===== src/rtl/hazard_stall_controller.sv =====
// Hazard stall controller: load-use, branch-in-ID and HI/LO busy
// stalls, plus the IF/ID flush for taken branches.
//
// Ports:
//   Clk, Rst                    clock, async active-high reset
//   IDU_*                       ID-stage operands and decode flags
//   EXU_*                       EX-stage load/writeback info
//   MEM_*                       MEM-stage load info
//   PC_Write, IFID_Write        pipeline write enables
//   IDEX_Bubble, IFID_Flush     bubble into ID/EX, clear IF/ID
//   MulDivBusy                  HI/LO unit occupied (registered)
//   StallCycles                 stall cycle counter, only present
//                               when HAZARD_STALL_CNT_EN is defined
module hazard_stall_controller #(
    parameter int MULDIV_LATENCY = 4
) (
    input  logic        Clk,
    input  logic        Rst,
    input  logic [4:0]  IDU_RsReg,
    input  logic [4:0]  IDU_RtReg,
    input  logic        IDU_UsesRt,
    input  logic        IDU_Branch,
    input  logic        IDU_BranchTaken,
    input  logic        IDU_MulDiv,
    input  logic        IDU_HiLoUse,
    input  logic        EXU_MemRead,
    input  logic        EXU_RegWrite,
    input  logic [4:0]  EXU_DestinationRegAddress,
    input  logic        MEM_MemRead,
    input  logic [4:0]  MEM_DestinationRegAddress,
    output logic        PC_Write,
    output logic        IFID_Write,
    output logic        IDEX_Bubble,
    output logic        IFID_Flush,
`ifdef HAZARD_STALL_CNT_EN
    output logic        MulDivBusy,
    output logic [31:0] StallCycles
`else
    output logic        MulDivBusy
`endif
);

    localparam int CW = $clog2(MULDIV_LATENCY + 1);

    typedef enum logic {
        RUN     = 1'b0,
        MD_BUSY = 1'b1
    } state_t;

    state_t         state_q, state_d;
    logic [CW-1:0]  cnt_q, cnt_d;

    logic ex_match;
    logic mem_match;
    logic load_use;
    logic br_haz;
    logic hilo_haz;
    logic stall;

    // r0 is hardwired zero, so it never creates a dependency.
    always_comb begin
        ex_match = 1'b0;
        mem_match = 1'b0;
        if (EXU_DestinationRegAddress != 5'd0) begin
            ex_match = (EXU_DestinationRegAddress == IDU_RsReg)
                    || (IDU_UsesRt
                        && EXU_DestinationRegAddress == IDU_RtReg);
        end
        if (MEM_DestinationRegAddress != 5'd0) begin
            mem_match = (MEM_DestinationRegAddress == IDU_RsReg)
                     || (IDU_UsesRt
                         && MEM_DestinationRegAddress == IDU_RtReg);
        end
    end

    assign MulDivBusy = (state_q == MD_BUSY);

    always_comb begin
        load_use = EXU_MemRead && EXU_RegWrite && ex_match;
        // Branches compare in ID, so even ALU results in EX and
        // load data still in MEM are too late for them.
        br_haz   = IDU_Branch
                && ((EXU_RegWrite && ex_match)
                    || (MEM_MemRead && mem_match));
        hilo_haz = MulDivBusy && IDU_HiLoUse;
        stall    = load_use || br_haz || hilo_haz;
    end

    always_comb begin
        PC_Write    = 1'b1;
        IFID_Write  = 1'b1;
        IDEX_Bubble = 1'b0;
        IFID_Flush  = 1'b0;
        if (Rst) begin
            PC_Write    = 1'b0;
            IFID_Write  = 1'b0;
            IDEX_Bubble = 1'b1;
            IFID_Flush  = 1'b1;
        end else if (stall) begin
            // A stalled branch must not flush until its
            // operands are valid and it resolves for real.
            PC_Write    = 1'b0;
            IFID_Write  = 1'b0;
            IDEX_Bubble = 1'b1;
        end else begin
            IFID_Flush  = IDU_BranchTaken;
        end
    end

    always_comb begin
        state_d = state_q;
        cnt_d   = cnt_q;
        unique case (state_q)
            RUN: begin
                if (IDU_MulDiv && !stall) begin
                    state_d = MD_BUSY;
                    cnt_d   = CW'(MULDIV_LATENCY - 1);
                end
            end
            MD_BUSY: begin
                if (cnt_q != '0) begin
                    cnt_d = cnt_q - CW'(1);
                end else begin
                    state_d = RUN;
                end
            end
            default: begin
                state_d = RUN;
                cnt_d   = '0;
            end
        endcase
    end

    always_ff @(posedge Clk or posedge Rst) begin
        if (Rst) begin
            state_q <= RUN;
            cnt_q   <= '0;
        end else begin
            state_q <= state_d;
            cnt_q   <= cnt_d;
        end
    end

`ifdef HAZARD_STALL_CNT_EN
    logic [31:0] stall_cnt_q, stall_cnt_d;

    always_comb begin
        stall_cnt_d = stall_cnt_q;
        if (stall && stall_cnt_q != 32'hFFFF_FFFF) begin
            stall_cnt_d = stall_cnt_q + 32'd1;
        end
    end

    always_ff @(posedge Clk or posedge Rst) begin
        if (Rst) begin
            stall_cnt_q <= 32'd0;
        end else begin
            stall_cnt_q <= stall_cnt_d;
        end
    end

    assign StallCycles = stall_cnt_q;
`endif

endmodule

===== config.mk =====
export PLATFORM = sky130hd
export DESIGN_NAME = hazard_stall_controller
export DESIGN_NICKNAME = d
export VERILOG_FILES = /design/src/rtl/hazard_stall_controller.sv
export SDC_FILE = /design/constraint.sdc
export NUM_CORES = 1
export LEC_CHECK = 0
export BUFFER_PORTS_ARGS = -buffer_cell sky130_fd_sc_hd__buf_2
export CORE_MARGIN = 4
export CORE_UTILIZATION = 36
export DETAILED_ROUTE_END_ITERATION = 16
export PLACE_DENSITY_LB_ADDON = 0.15
export SETUP_SLACK_MARGIN = 0.02
export SLEW_MARGIN = 30
export SYNTH_ARGS = -nofsm -noshare
export SYNTH_HDL_FRONTEND = slang
export SYNTH_SLANG_ARGS = --single-unit

===== constraint.sdc =====
create_clock -name Clk -period 1.8 [get_ports Clk]
set_input_delay 0.27 -clock Clk [delete_from_list [all_inputs] [get_ports Clk]]
set_output_delay 0.27 -clock Clk [all_outputs]
set_load 0.02 [all_outputs]

== Word-level counts from Yosys, hierarchy flattened ==
Index checks and enable logic that the tools add are counted.
Storage, ports and cells
  flip-flop bits (word level): 4
  output and inout bits: 5
Operators by class
  add/subtract/negate cells: 1
  eq/ne operators: 6
  bitwise operators: 1
  muxes and demuxes: 14
  reduce and logical (&&, ||, !) cells: 19
Operators by type and width (count)
  5-bit == test: 4
  1-bit two-way mux: 10
  5-bit nonzero test: 2
  1-bit logical AND: 9
  3-bit two-way mux: 2
  3-bit case mux with 2 select lines: 1
  1-bit logical OR: 5
  3-bit nonzero test: 1
  3-bit by 1-bit subtractor with 3-bit output (second input constant): 1
  2-bit by 1-bit inequality test with 1-bit output (second input constant): 1
  2-bit inequality test (second input constant): 1
  1-bit case mux with 2 select lines: 1
  2-bit AND reduction: 1
  1-bit zero test: 1
  1-bit NOT: 1

== Logic depth before layout (Yosys ltp) ==
  depth after elaboration: 13
  gate-level depth with buffers: 7

== Worst setup path before layout ==
OpenSTA, ideal clock, no wires.
  path kind: in2out
  start point: input port MEM_DestinationRegAddress[1]
  end point: output port PC_Write
  data required time: 1530 ps
  setup slack: -170 ps
  path buffers: 1
  data arrival time: 1700 ps
  cell stages on the path: 6
  path through: or4_1 o21a_1 a32oi_2 or2_1 and2_1 buf_4
Between the ends
  cells in the longest elaborated chain, start to end: 11
RTL lines
  start, declared: RTL line 30  | input logic [4:0] MEM_DestinationRegAddress,
  5-bit == test: RTL line 72  | && MEM_DestinationRegAddress == IDU_RtReg);
  1-bit logical AND: RTL line 72
  1-bit logical OR: RTL line 71  | || (IDU_UsesRt
  1-bit two-way mux *: RTL line 69  | if (MEM_DestinationRegAddress != 5'd0) begin
  1-bit logical AND *: RTL line 84  | || (MEM_MemRead && mem_match));
  1-bit logical OR *: RTL line 84
  1-bit logical AND *: RTL line 83  | && ((EXU_RegWrite && ex_match)
  1-bit logical OR * (2 in series): RTL line 86  | stall = load_use || br_haz || hilo_haz;
  1-bit two-way mux * (2 in series)
  end, declared: RTL line 31  | output logic PC_Write,
Mark *: on every way between the ends. The rest lies on a longest branch, timed or not.

== Worst setup path in the final report ==
  start point: input port MEM_DestinationRegAddress[1]
  end point: output port IFID_Flush
Between the ends
  cells in the longest elaborated chain, start to end: 11
RTL lines
  5-bit == test: RTL line 72
  1-bit logical AND: RTL line 72
  1-bit logical OR: RTL line 71
  1-bit two-way mux *: RTL line 69
  1-bit logical AND *: RTL line 84
  1-bit logical OR *: RTL line 84
  1-bit logical AND *: RTL line 83
  1-bit logical OR * (2 in series): RTL line 86
  1-bit two-way mux *: RTL line 99  | end else if (stall) begin
  1-bit two-way mux *: RTL line 94  | if (Rst) begin
  end, declared: RTL line 34  | output logic IFID_Flush,
Marked as above.

==> impl_metrics.xml <==
<?xml version="1.0" encoding="UTF-8"?>
<metrics>
  <group name="placement">
    <metric name="dpl-instance-area" unit="sq um">781</metric>
    <metric name="placed_wire_length_estimate_after_detailed_placement" unit="um">1220</metric>
    <metric name="place_ws" unit="ns">-0.179</metric>
    <metric name="placedCellCount" unit="">123</metric>
    <metric name="io_buffers" unit="">34</metric>
    <metric name="finalWeightedCongestion" unit="">0.746</metric>
  </group>
  <group name="synthesis">
    <metric name="post_synth_instance_area" unit="sq um">529</metric>
    <metric name="postSynthCellCount" unit="">66</metric>
    <metric name="synth_warnings" unit="">0</metric>
    <metric name="synth.net_count" unit="">98</metric>
    <metric name="syn_avg_cell_area" unit="sq um">8.02</metric>
    <metric name="yosys.cell_types.count" unit="">24</metric>
    <metric name="synth_sequential_area_ratio" unit="">0.189</metric>
    <metric name="yosys_register_bits" unit="">4</metric>
  </group>
  <group name="pwr">
    <metric name="p_sw_frac" unit="">0.389</metric>
    <metric name="pwr-share-seq" unit="">0.246</metric>
    <metric name="fin_total_pwr" unit="uW">675</metric>
    <metric name="cellInternalPower" unit="uW">413</metric>
    <metric name="comb_power_share" unit="">0.596</metric>
    <metric name="power.clock.fraction" unit="">0.158</metric>
    <metric name="cellLeakagePower" unit="uW">0.000404</metric>
    <metric name="pwr_density_cell" unit="nW/um^2">771</metric>
    <metric name="peakVddDrop" unit="V">0.000516</metric>
    <metric name="switching_power" unit="uW">263</metric>
  </group>
  <group name="worst_setup_path">
    <metric name="worst-setup-path-type" unit="">input pin to output port</metric>
    <metric name="worstPathMaxFanout" unit="">3</metric>
    <metric name="worst-r2r-setup-slack" unit="ns">0.49</metric>
    <metric name="timing.critical_path.required" unit="ns">1.53</metric>
    <metric name="critPathArrivalTime" unit="ns">1.67</metric>
    <metric name="critPathCaptureType" unit="">output port</metric>
    <metric name="crit_path_start_kind" unit="">input pin</metric>
  </group>
  <group name="floorplanning">
    <metric name="starting_density_of_the_core" unit="">0.392</metric>
    <metric name="fp.dieArea" unit="sq um">2150</metric>
    <metric name="die_x" unit="um">46.3</metric>
    <metric name="io_pins" unit="">35</metric>
    <metric name="design.core.area" unit="sq um">1350</metric>
    <metric name="chipHeight" unit="um">46.3</metric>
    <metric name="placementRows" unit="">13</metric>
  </group>
  <group name="finish">
    <metric name="finish.instance_area" unit="sq um">876</metric>
    <metric name="design.final.nets" unit="">147</metric>
    <metric name="fraction_of_layout_instances_using_a_drive_strength_above_1" unit="">0.478</metric>
    <metric name="areaGrowthSynthToFinish" unit="%">65.5</metric>
    <metric name="multi_input_comb_area" unit="sq um">427</metric>
    <metric name="n_diodes" unit="">0</metric>
    <metric name="final-seq-area" unit="sq um">100</metric>
    <metric name="instances_no_fill" unit="">128</metric>
    <metric name="final_layout_fill_cell_count" unit="">128</metric>
  </group>
  <group name="sta">
    <metric name="rsz_0062_raised_after_global_routing" unit="">yes</metric>
    <metric name="final.setup.tns" unit="ns">-0.467</metric>
    <metric name="setup-violations-final" unit="">4</metric>
    <metric name="clock.fmax" unit="GHz">0.517</metric>
    <metric name="final_critical_path_setup_slack" unit="ns">-0.135</metric>
    <metric name="timing_max_transition_violations_final" unit="">0</metric>
    <metric name="final_hold_viol_count" unit="">0</metric>
    <metric name="setup_skew" unit="ns">0.000767</metric>
    <metric name="slew_at_the_pin_with_the_worst_max_slew_slack" unit="ns">0.253</metric>
    <metric name="finalCritPeriodShare" unit="">1.08</metric>
    <metric name="final_period_minus_worst_setup_slack" unit="ns">1.94</metric>
    <metric name="slew-limit-headroom" unit="">0.830</metric>
  </group>
  <group name="global_route">
    <metric name="global_route.usage.met3" unit="">0.0195</metric>
    <metric name="gr-total-overflow" unit="">0</metric>
    <metric name="gr-usage-met2" unit="">0.255</metric>
    <metric name="grt_max_degree" unit="">7</metric>
    <metric name="groute.usage.overall" unit="">0.157</metric>
    <metric name="first_global_vias" unit="">584</metric>
    <metric name="grt-busiest-layer" unit="">met2</metric>
    <metric name="grt_pass1_wl" unit="um">2420</metric>
    <metric name="grt_antenna_before_repair" unit="">0</metric>
    <metric name="grt_util_met1" unit="">0.207</metric>
  </group>
  <group name="worst_hold_path">
    <metric name="hold_path.class" unit="">input pin to register</metric>
  </group>
  <group name="detailed_routing">
    <metric name="drt_drc_violations_left" unit="">0</metric>
    <metric name="average_wire_per_cell_in_the_routed_design" unit="um">11.7</metric>
    <metric name="route.detailed.vias_per_inst" unit="">4.52</metric>
    <metric name="final_antenna_net_count" unit="">0</metric>
    <metric name="detail_route.first_pass.iterations" unit="">4</metric>
    <metric name="vias" unit="">579</metric>
    <metric name="routed_wl" unit="um">1500</metric>
    <metric name="drt-initial-drc-count" unit="">5</metric>
  </group>
  <group name="clock_tree">
    <metric name="clock_path_buffers" unit="">2</metric>
    <metric name="cts_inserted_buffers" unit="">3</metric>
    <metric name="worstSkewPairLatency" unit="ns">0.23</metric>
    <metric name="cts_tree" unit="">done</metric>
    <metric name="ctsHtreeMaxLevel" unit="">1</metric>
    <metric name="cts-root-buf" unit="">sky130_fd_sc_hd__clkbuf_4</metric>
    <metric name="cts.reportedPaths.clkPinSlew" unit="ns">0.04</metric>
    <metric name="cts_num_sinks" unit="">4</metric>
  </group>
  <group name="run_status">
    <metric name="violations" unit="">negative setup slack</metric>
    <metric name="status" unit="">complete, but fails checks</metric>
  </group>
  <group name="run">
    <metric name="cap_violations" unit="">0</metric>
  </group>
</metrics>
## metal layers
metal	share of wire	wire length, um
met1	0.47	698
met2	0.48	723
met3	0.049	74
met4	0	0
met5	0	0
## per-stage QoR
stage	hold WS, ns	util
finish	0.456	0.649
global route	0.492	0.649
CTS	0.459	0.636
detailed placement	0.182	0.578
global placement	0.179	0.578
floorplan	0.0361	-
## kinds of logic after synthesis
family | share of synthesized area
adder cells (fa/ha/maj) | 0.0473
XOR/XNOR | 0.331
AND/OR/NAND/NOR | 0.222
AO/OA/AOI/OAI | 0.168
flip-flops | 0.189
buffers and inverters | 0.0426
## synth_stat cells
library cell / instances / share of area
sky130_fd_sc_hd__a21oi_1: 2 / 0.019
sky130_fd_sc_hd__a22oi_1: 1 / 0.014
sky130_fd_sc_hd__a31o_1: 2 / 0.033
sky130_fd_sc_hd__a32oi_2: 1 / 0.031
sky130_fd_sc_hd__a41oi_1: 1 / 0.017
sky130_fd_sc_hd__and2_1: 1 / 0.012
sky130_fd_sc_hd__buf_4: 1 / 0.014
sky130_fd_sc_hd__dfrtp_1: 4 / 0.19
sky130_fd_sc_hd__ha_1: 2 / 0.047
sky130_fd_sc_hd__inv_1: 4 / 0.028
sky130_fd_sc_hd__nand2_1: 7 / 0.050
sky130_fd_sc_hd__nand2_2: 1 / 0.012
sky130_fd_sc_hd__nand2b_1: 1 / 0.012
sky130_fd_sc_hd__nand3_1: 2 / 0.019
sky130_fd_sc_hd__nand4_1: 2 / 0.024
sky130_fd_sc_hd__nor2_1: 5 / 0.035
sky130_fd_sc_hd__nor2b_1: 2 / 0.024
sky130_fd_sc_hd__nor3_1: 1 / 0.0094
sky130_fd_sc_hd__o21a_1: 1 / 0.014
sky130_fd_sc_hd__o21ai_2: 1 / 0.017
sky130_fd_sc_hd__o22ai_1: 2 / 0.024
sky130_fd_sc_hd__or2_1: 1 / 0.012
sky130_fd_sc_hd__or4_1: 1 / 0.014
sky130_fd_sc_hd__xnor2_1: 20 / 0.33
## cell usage in the layout (no fill, tap or decap), types with 2 or more instances in the layout
cell / Yosys / layout
sky130_fd_sc_hd__a21oi_1: 2 / 2
sky130_fd_sc_hd__a31o_1: 2 / 2
sky130_fd_sc_hd__buf_2: 0 / 28
sky130_fd_sc_hd__buf_4: 1 / 10
sky130_fd_sc_hd__buf_6: 0 / 6
sky130_fd_sc_hd__clkbuf_4: 0 / 3
sky130_fd_sc_hd__dfrtp_1: 4 / 4
sky130_fd_sc_hd__ha_1: 2 / 2
sky130_fd_sc_hd__inv_1: 4 / 4
sky130_fd_sc_hd__nand2_1: 7 / 7
sky130_fd_sc_hd__nand3_1: 2 / 2
sky130_fd_sc_hd__nand4_1: 2 / 2
sky130_fd_sc_hd__nor2_1: 5 / 5
sky130_fd_sc_hd__nor2b_1: 2 / 2
sky130_fd_sc_hd__xnor2_1: 20 / 20
## worst max-delay path: stages
cell and delay, ns:
sky130_fd_sc_hd__buf_6 0.09, sky130_fd_sc_hd__or4_4 0.51, sky130_fd_sc_hd__o21a_1 0.19, sky130_fd_sc_hd__a32oi_2 0.16, sky130_fd_sc_hd__or2_1 0.17, sky130_fd_sc_hd__a31o_1 0.16
sky130_fd_sc_hd__buf_6 0.11
## state kept, by name (all words and copies together), names as in the netlist
register,flops
cnt_q,3
MulDivBusy,1
## final timing paths
path	start	to	depth (start not counted)
max	MEM_DestinationRegAddress[1]	IFID_Flush	7
min	IDU_MulDiv	MulDivBusy	4
max reg2reg	cnt_q[0]	cnt_q[2]	5
min reg2reg	cnt_q[2]	cnt_q[2]	1
max in group asynchronous	Rst	cnt_q[1]	3
min in group asynchronous	Rst	cnt_q[2]	3
## power groups by stage
stage               registers (uW)  logic [uW]  clock network [uW]
finish                         166         402                 107
global route                   171         454                 120
CTS                            166         401                 113
detailed placement             167         373                   0
global placement               164         363                   0
floorplan                      174         244                   0
## what timing repair did
item	4_1_cts	5_1_grt
pin swaps	3	3
endpoints found under the hold margin	4	0
buffers inserted	0	1
hold buffers	1	0
gates resized for setup	11	2
endpoints found under the setup margin	4	4
## final cells by class
cell class	instances	share of cell area
Multi-Input combinational cell	57	0.487
Tap cell	15	0.0214
Sequential cell	4	0.114
Timing Repair Buffer	45	0.334
Clock buffer	3	0.0257
Inverter	4	0.0171
No activity file was read; power rests on OpenSTA's default activity.
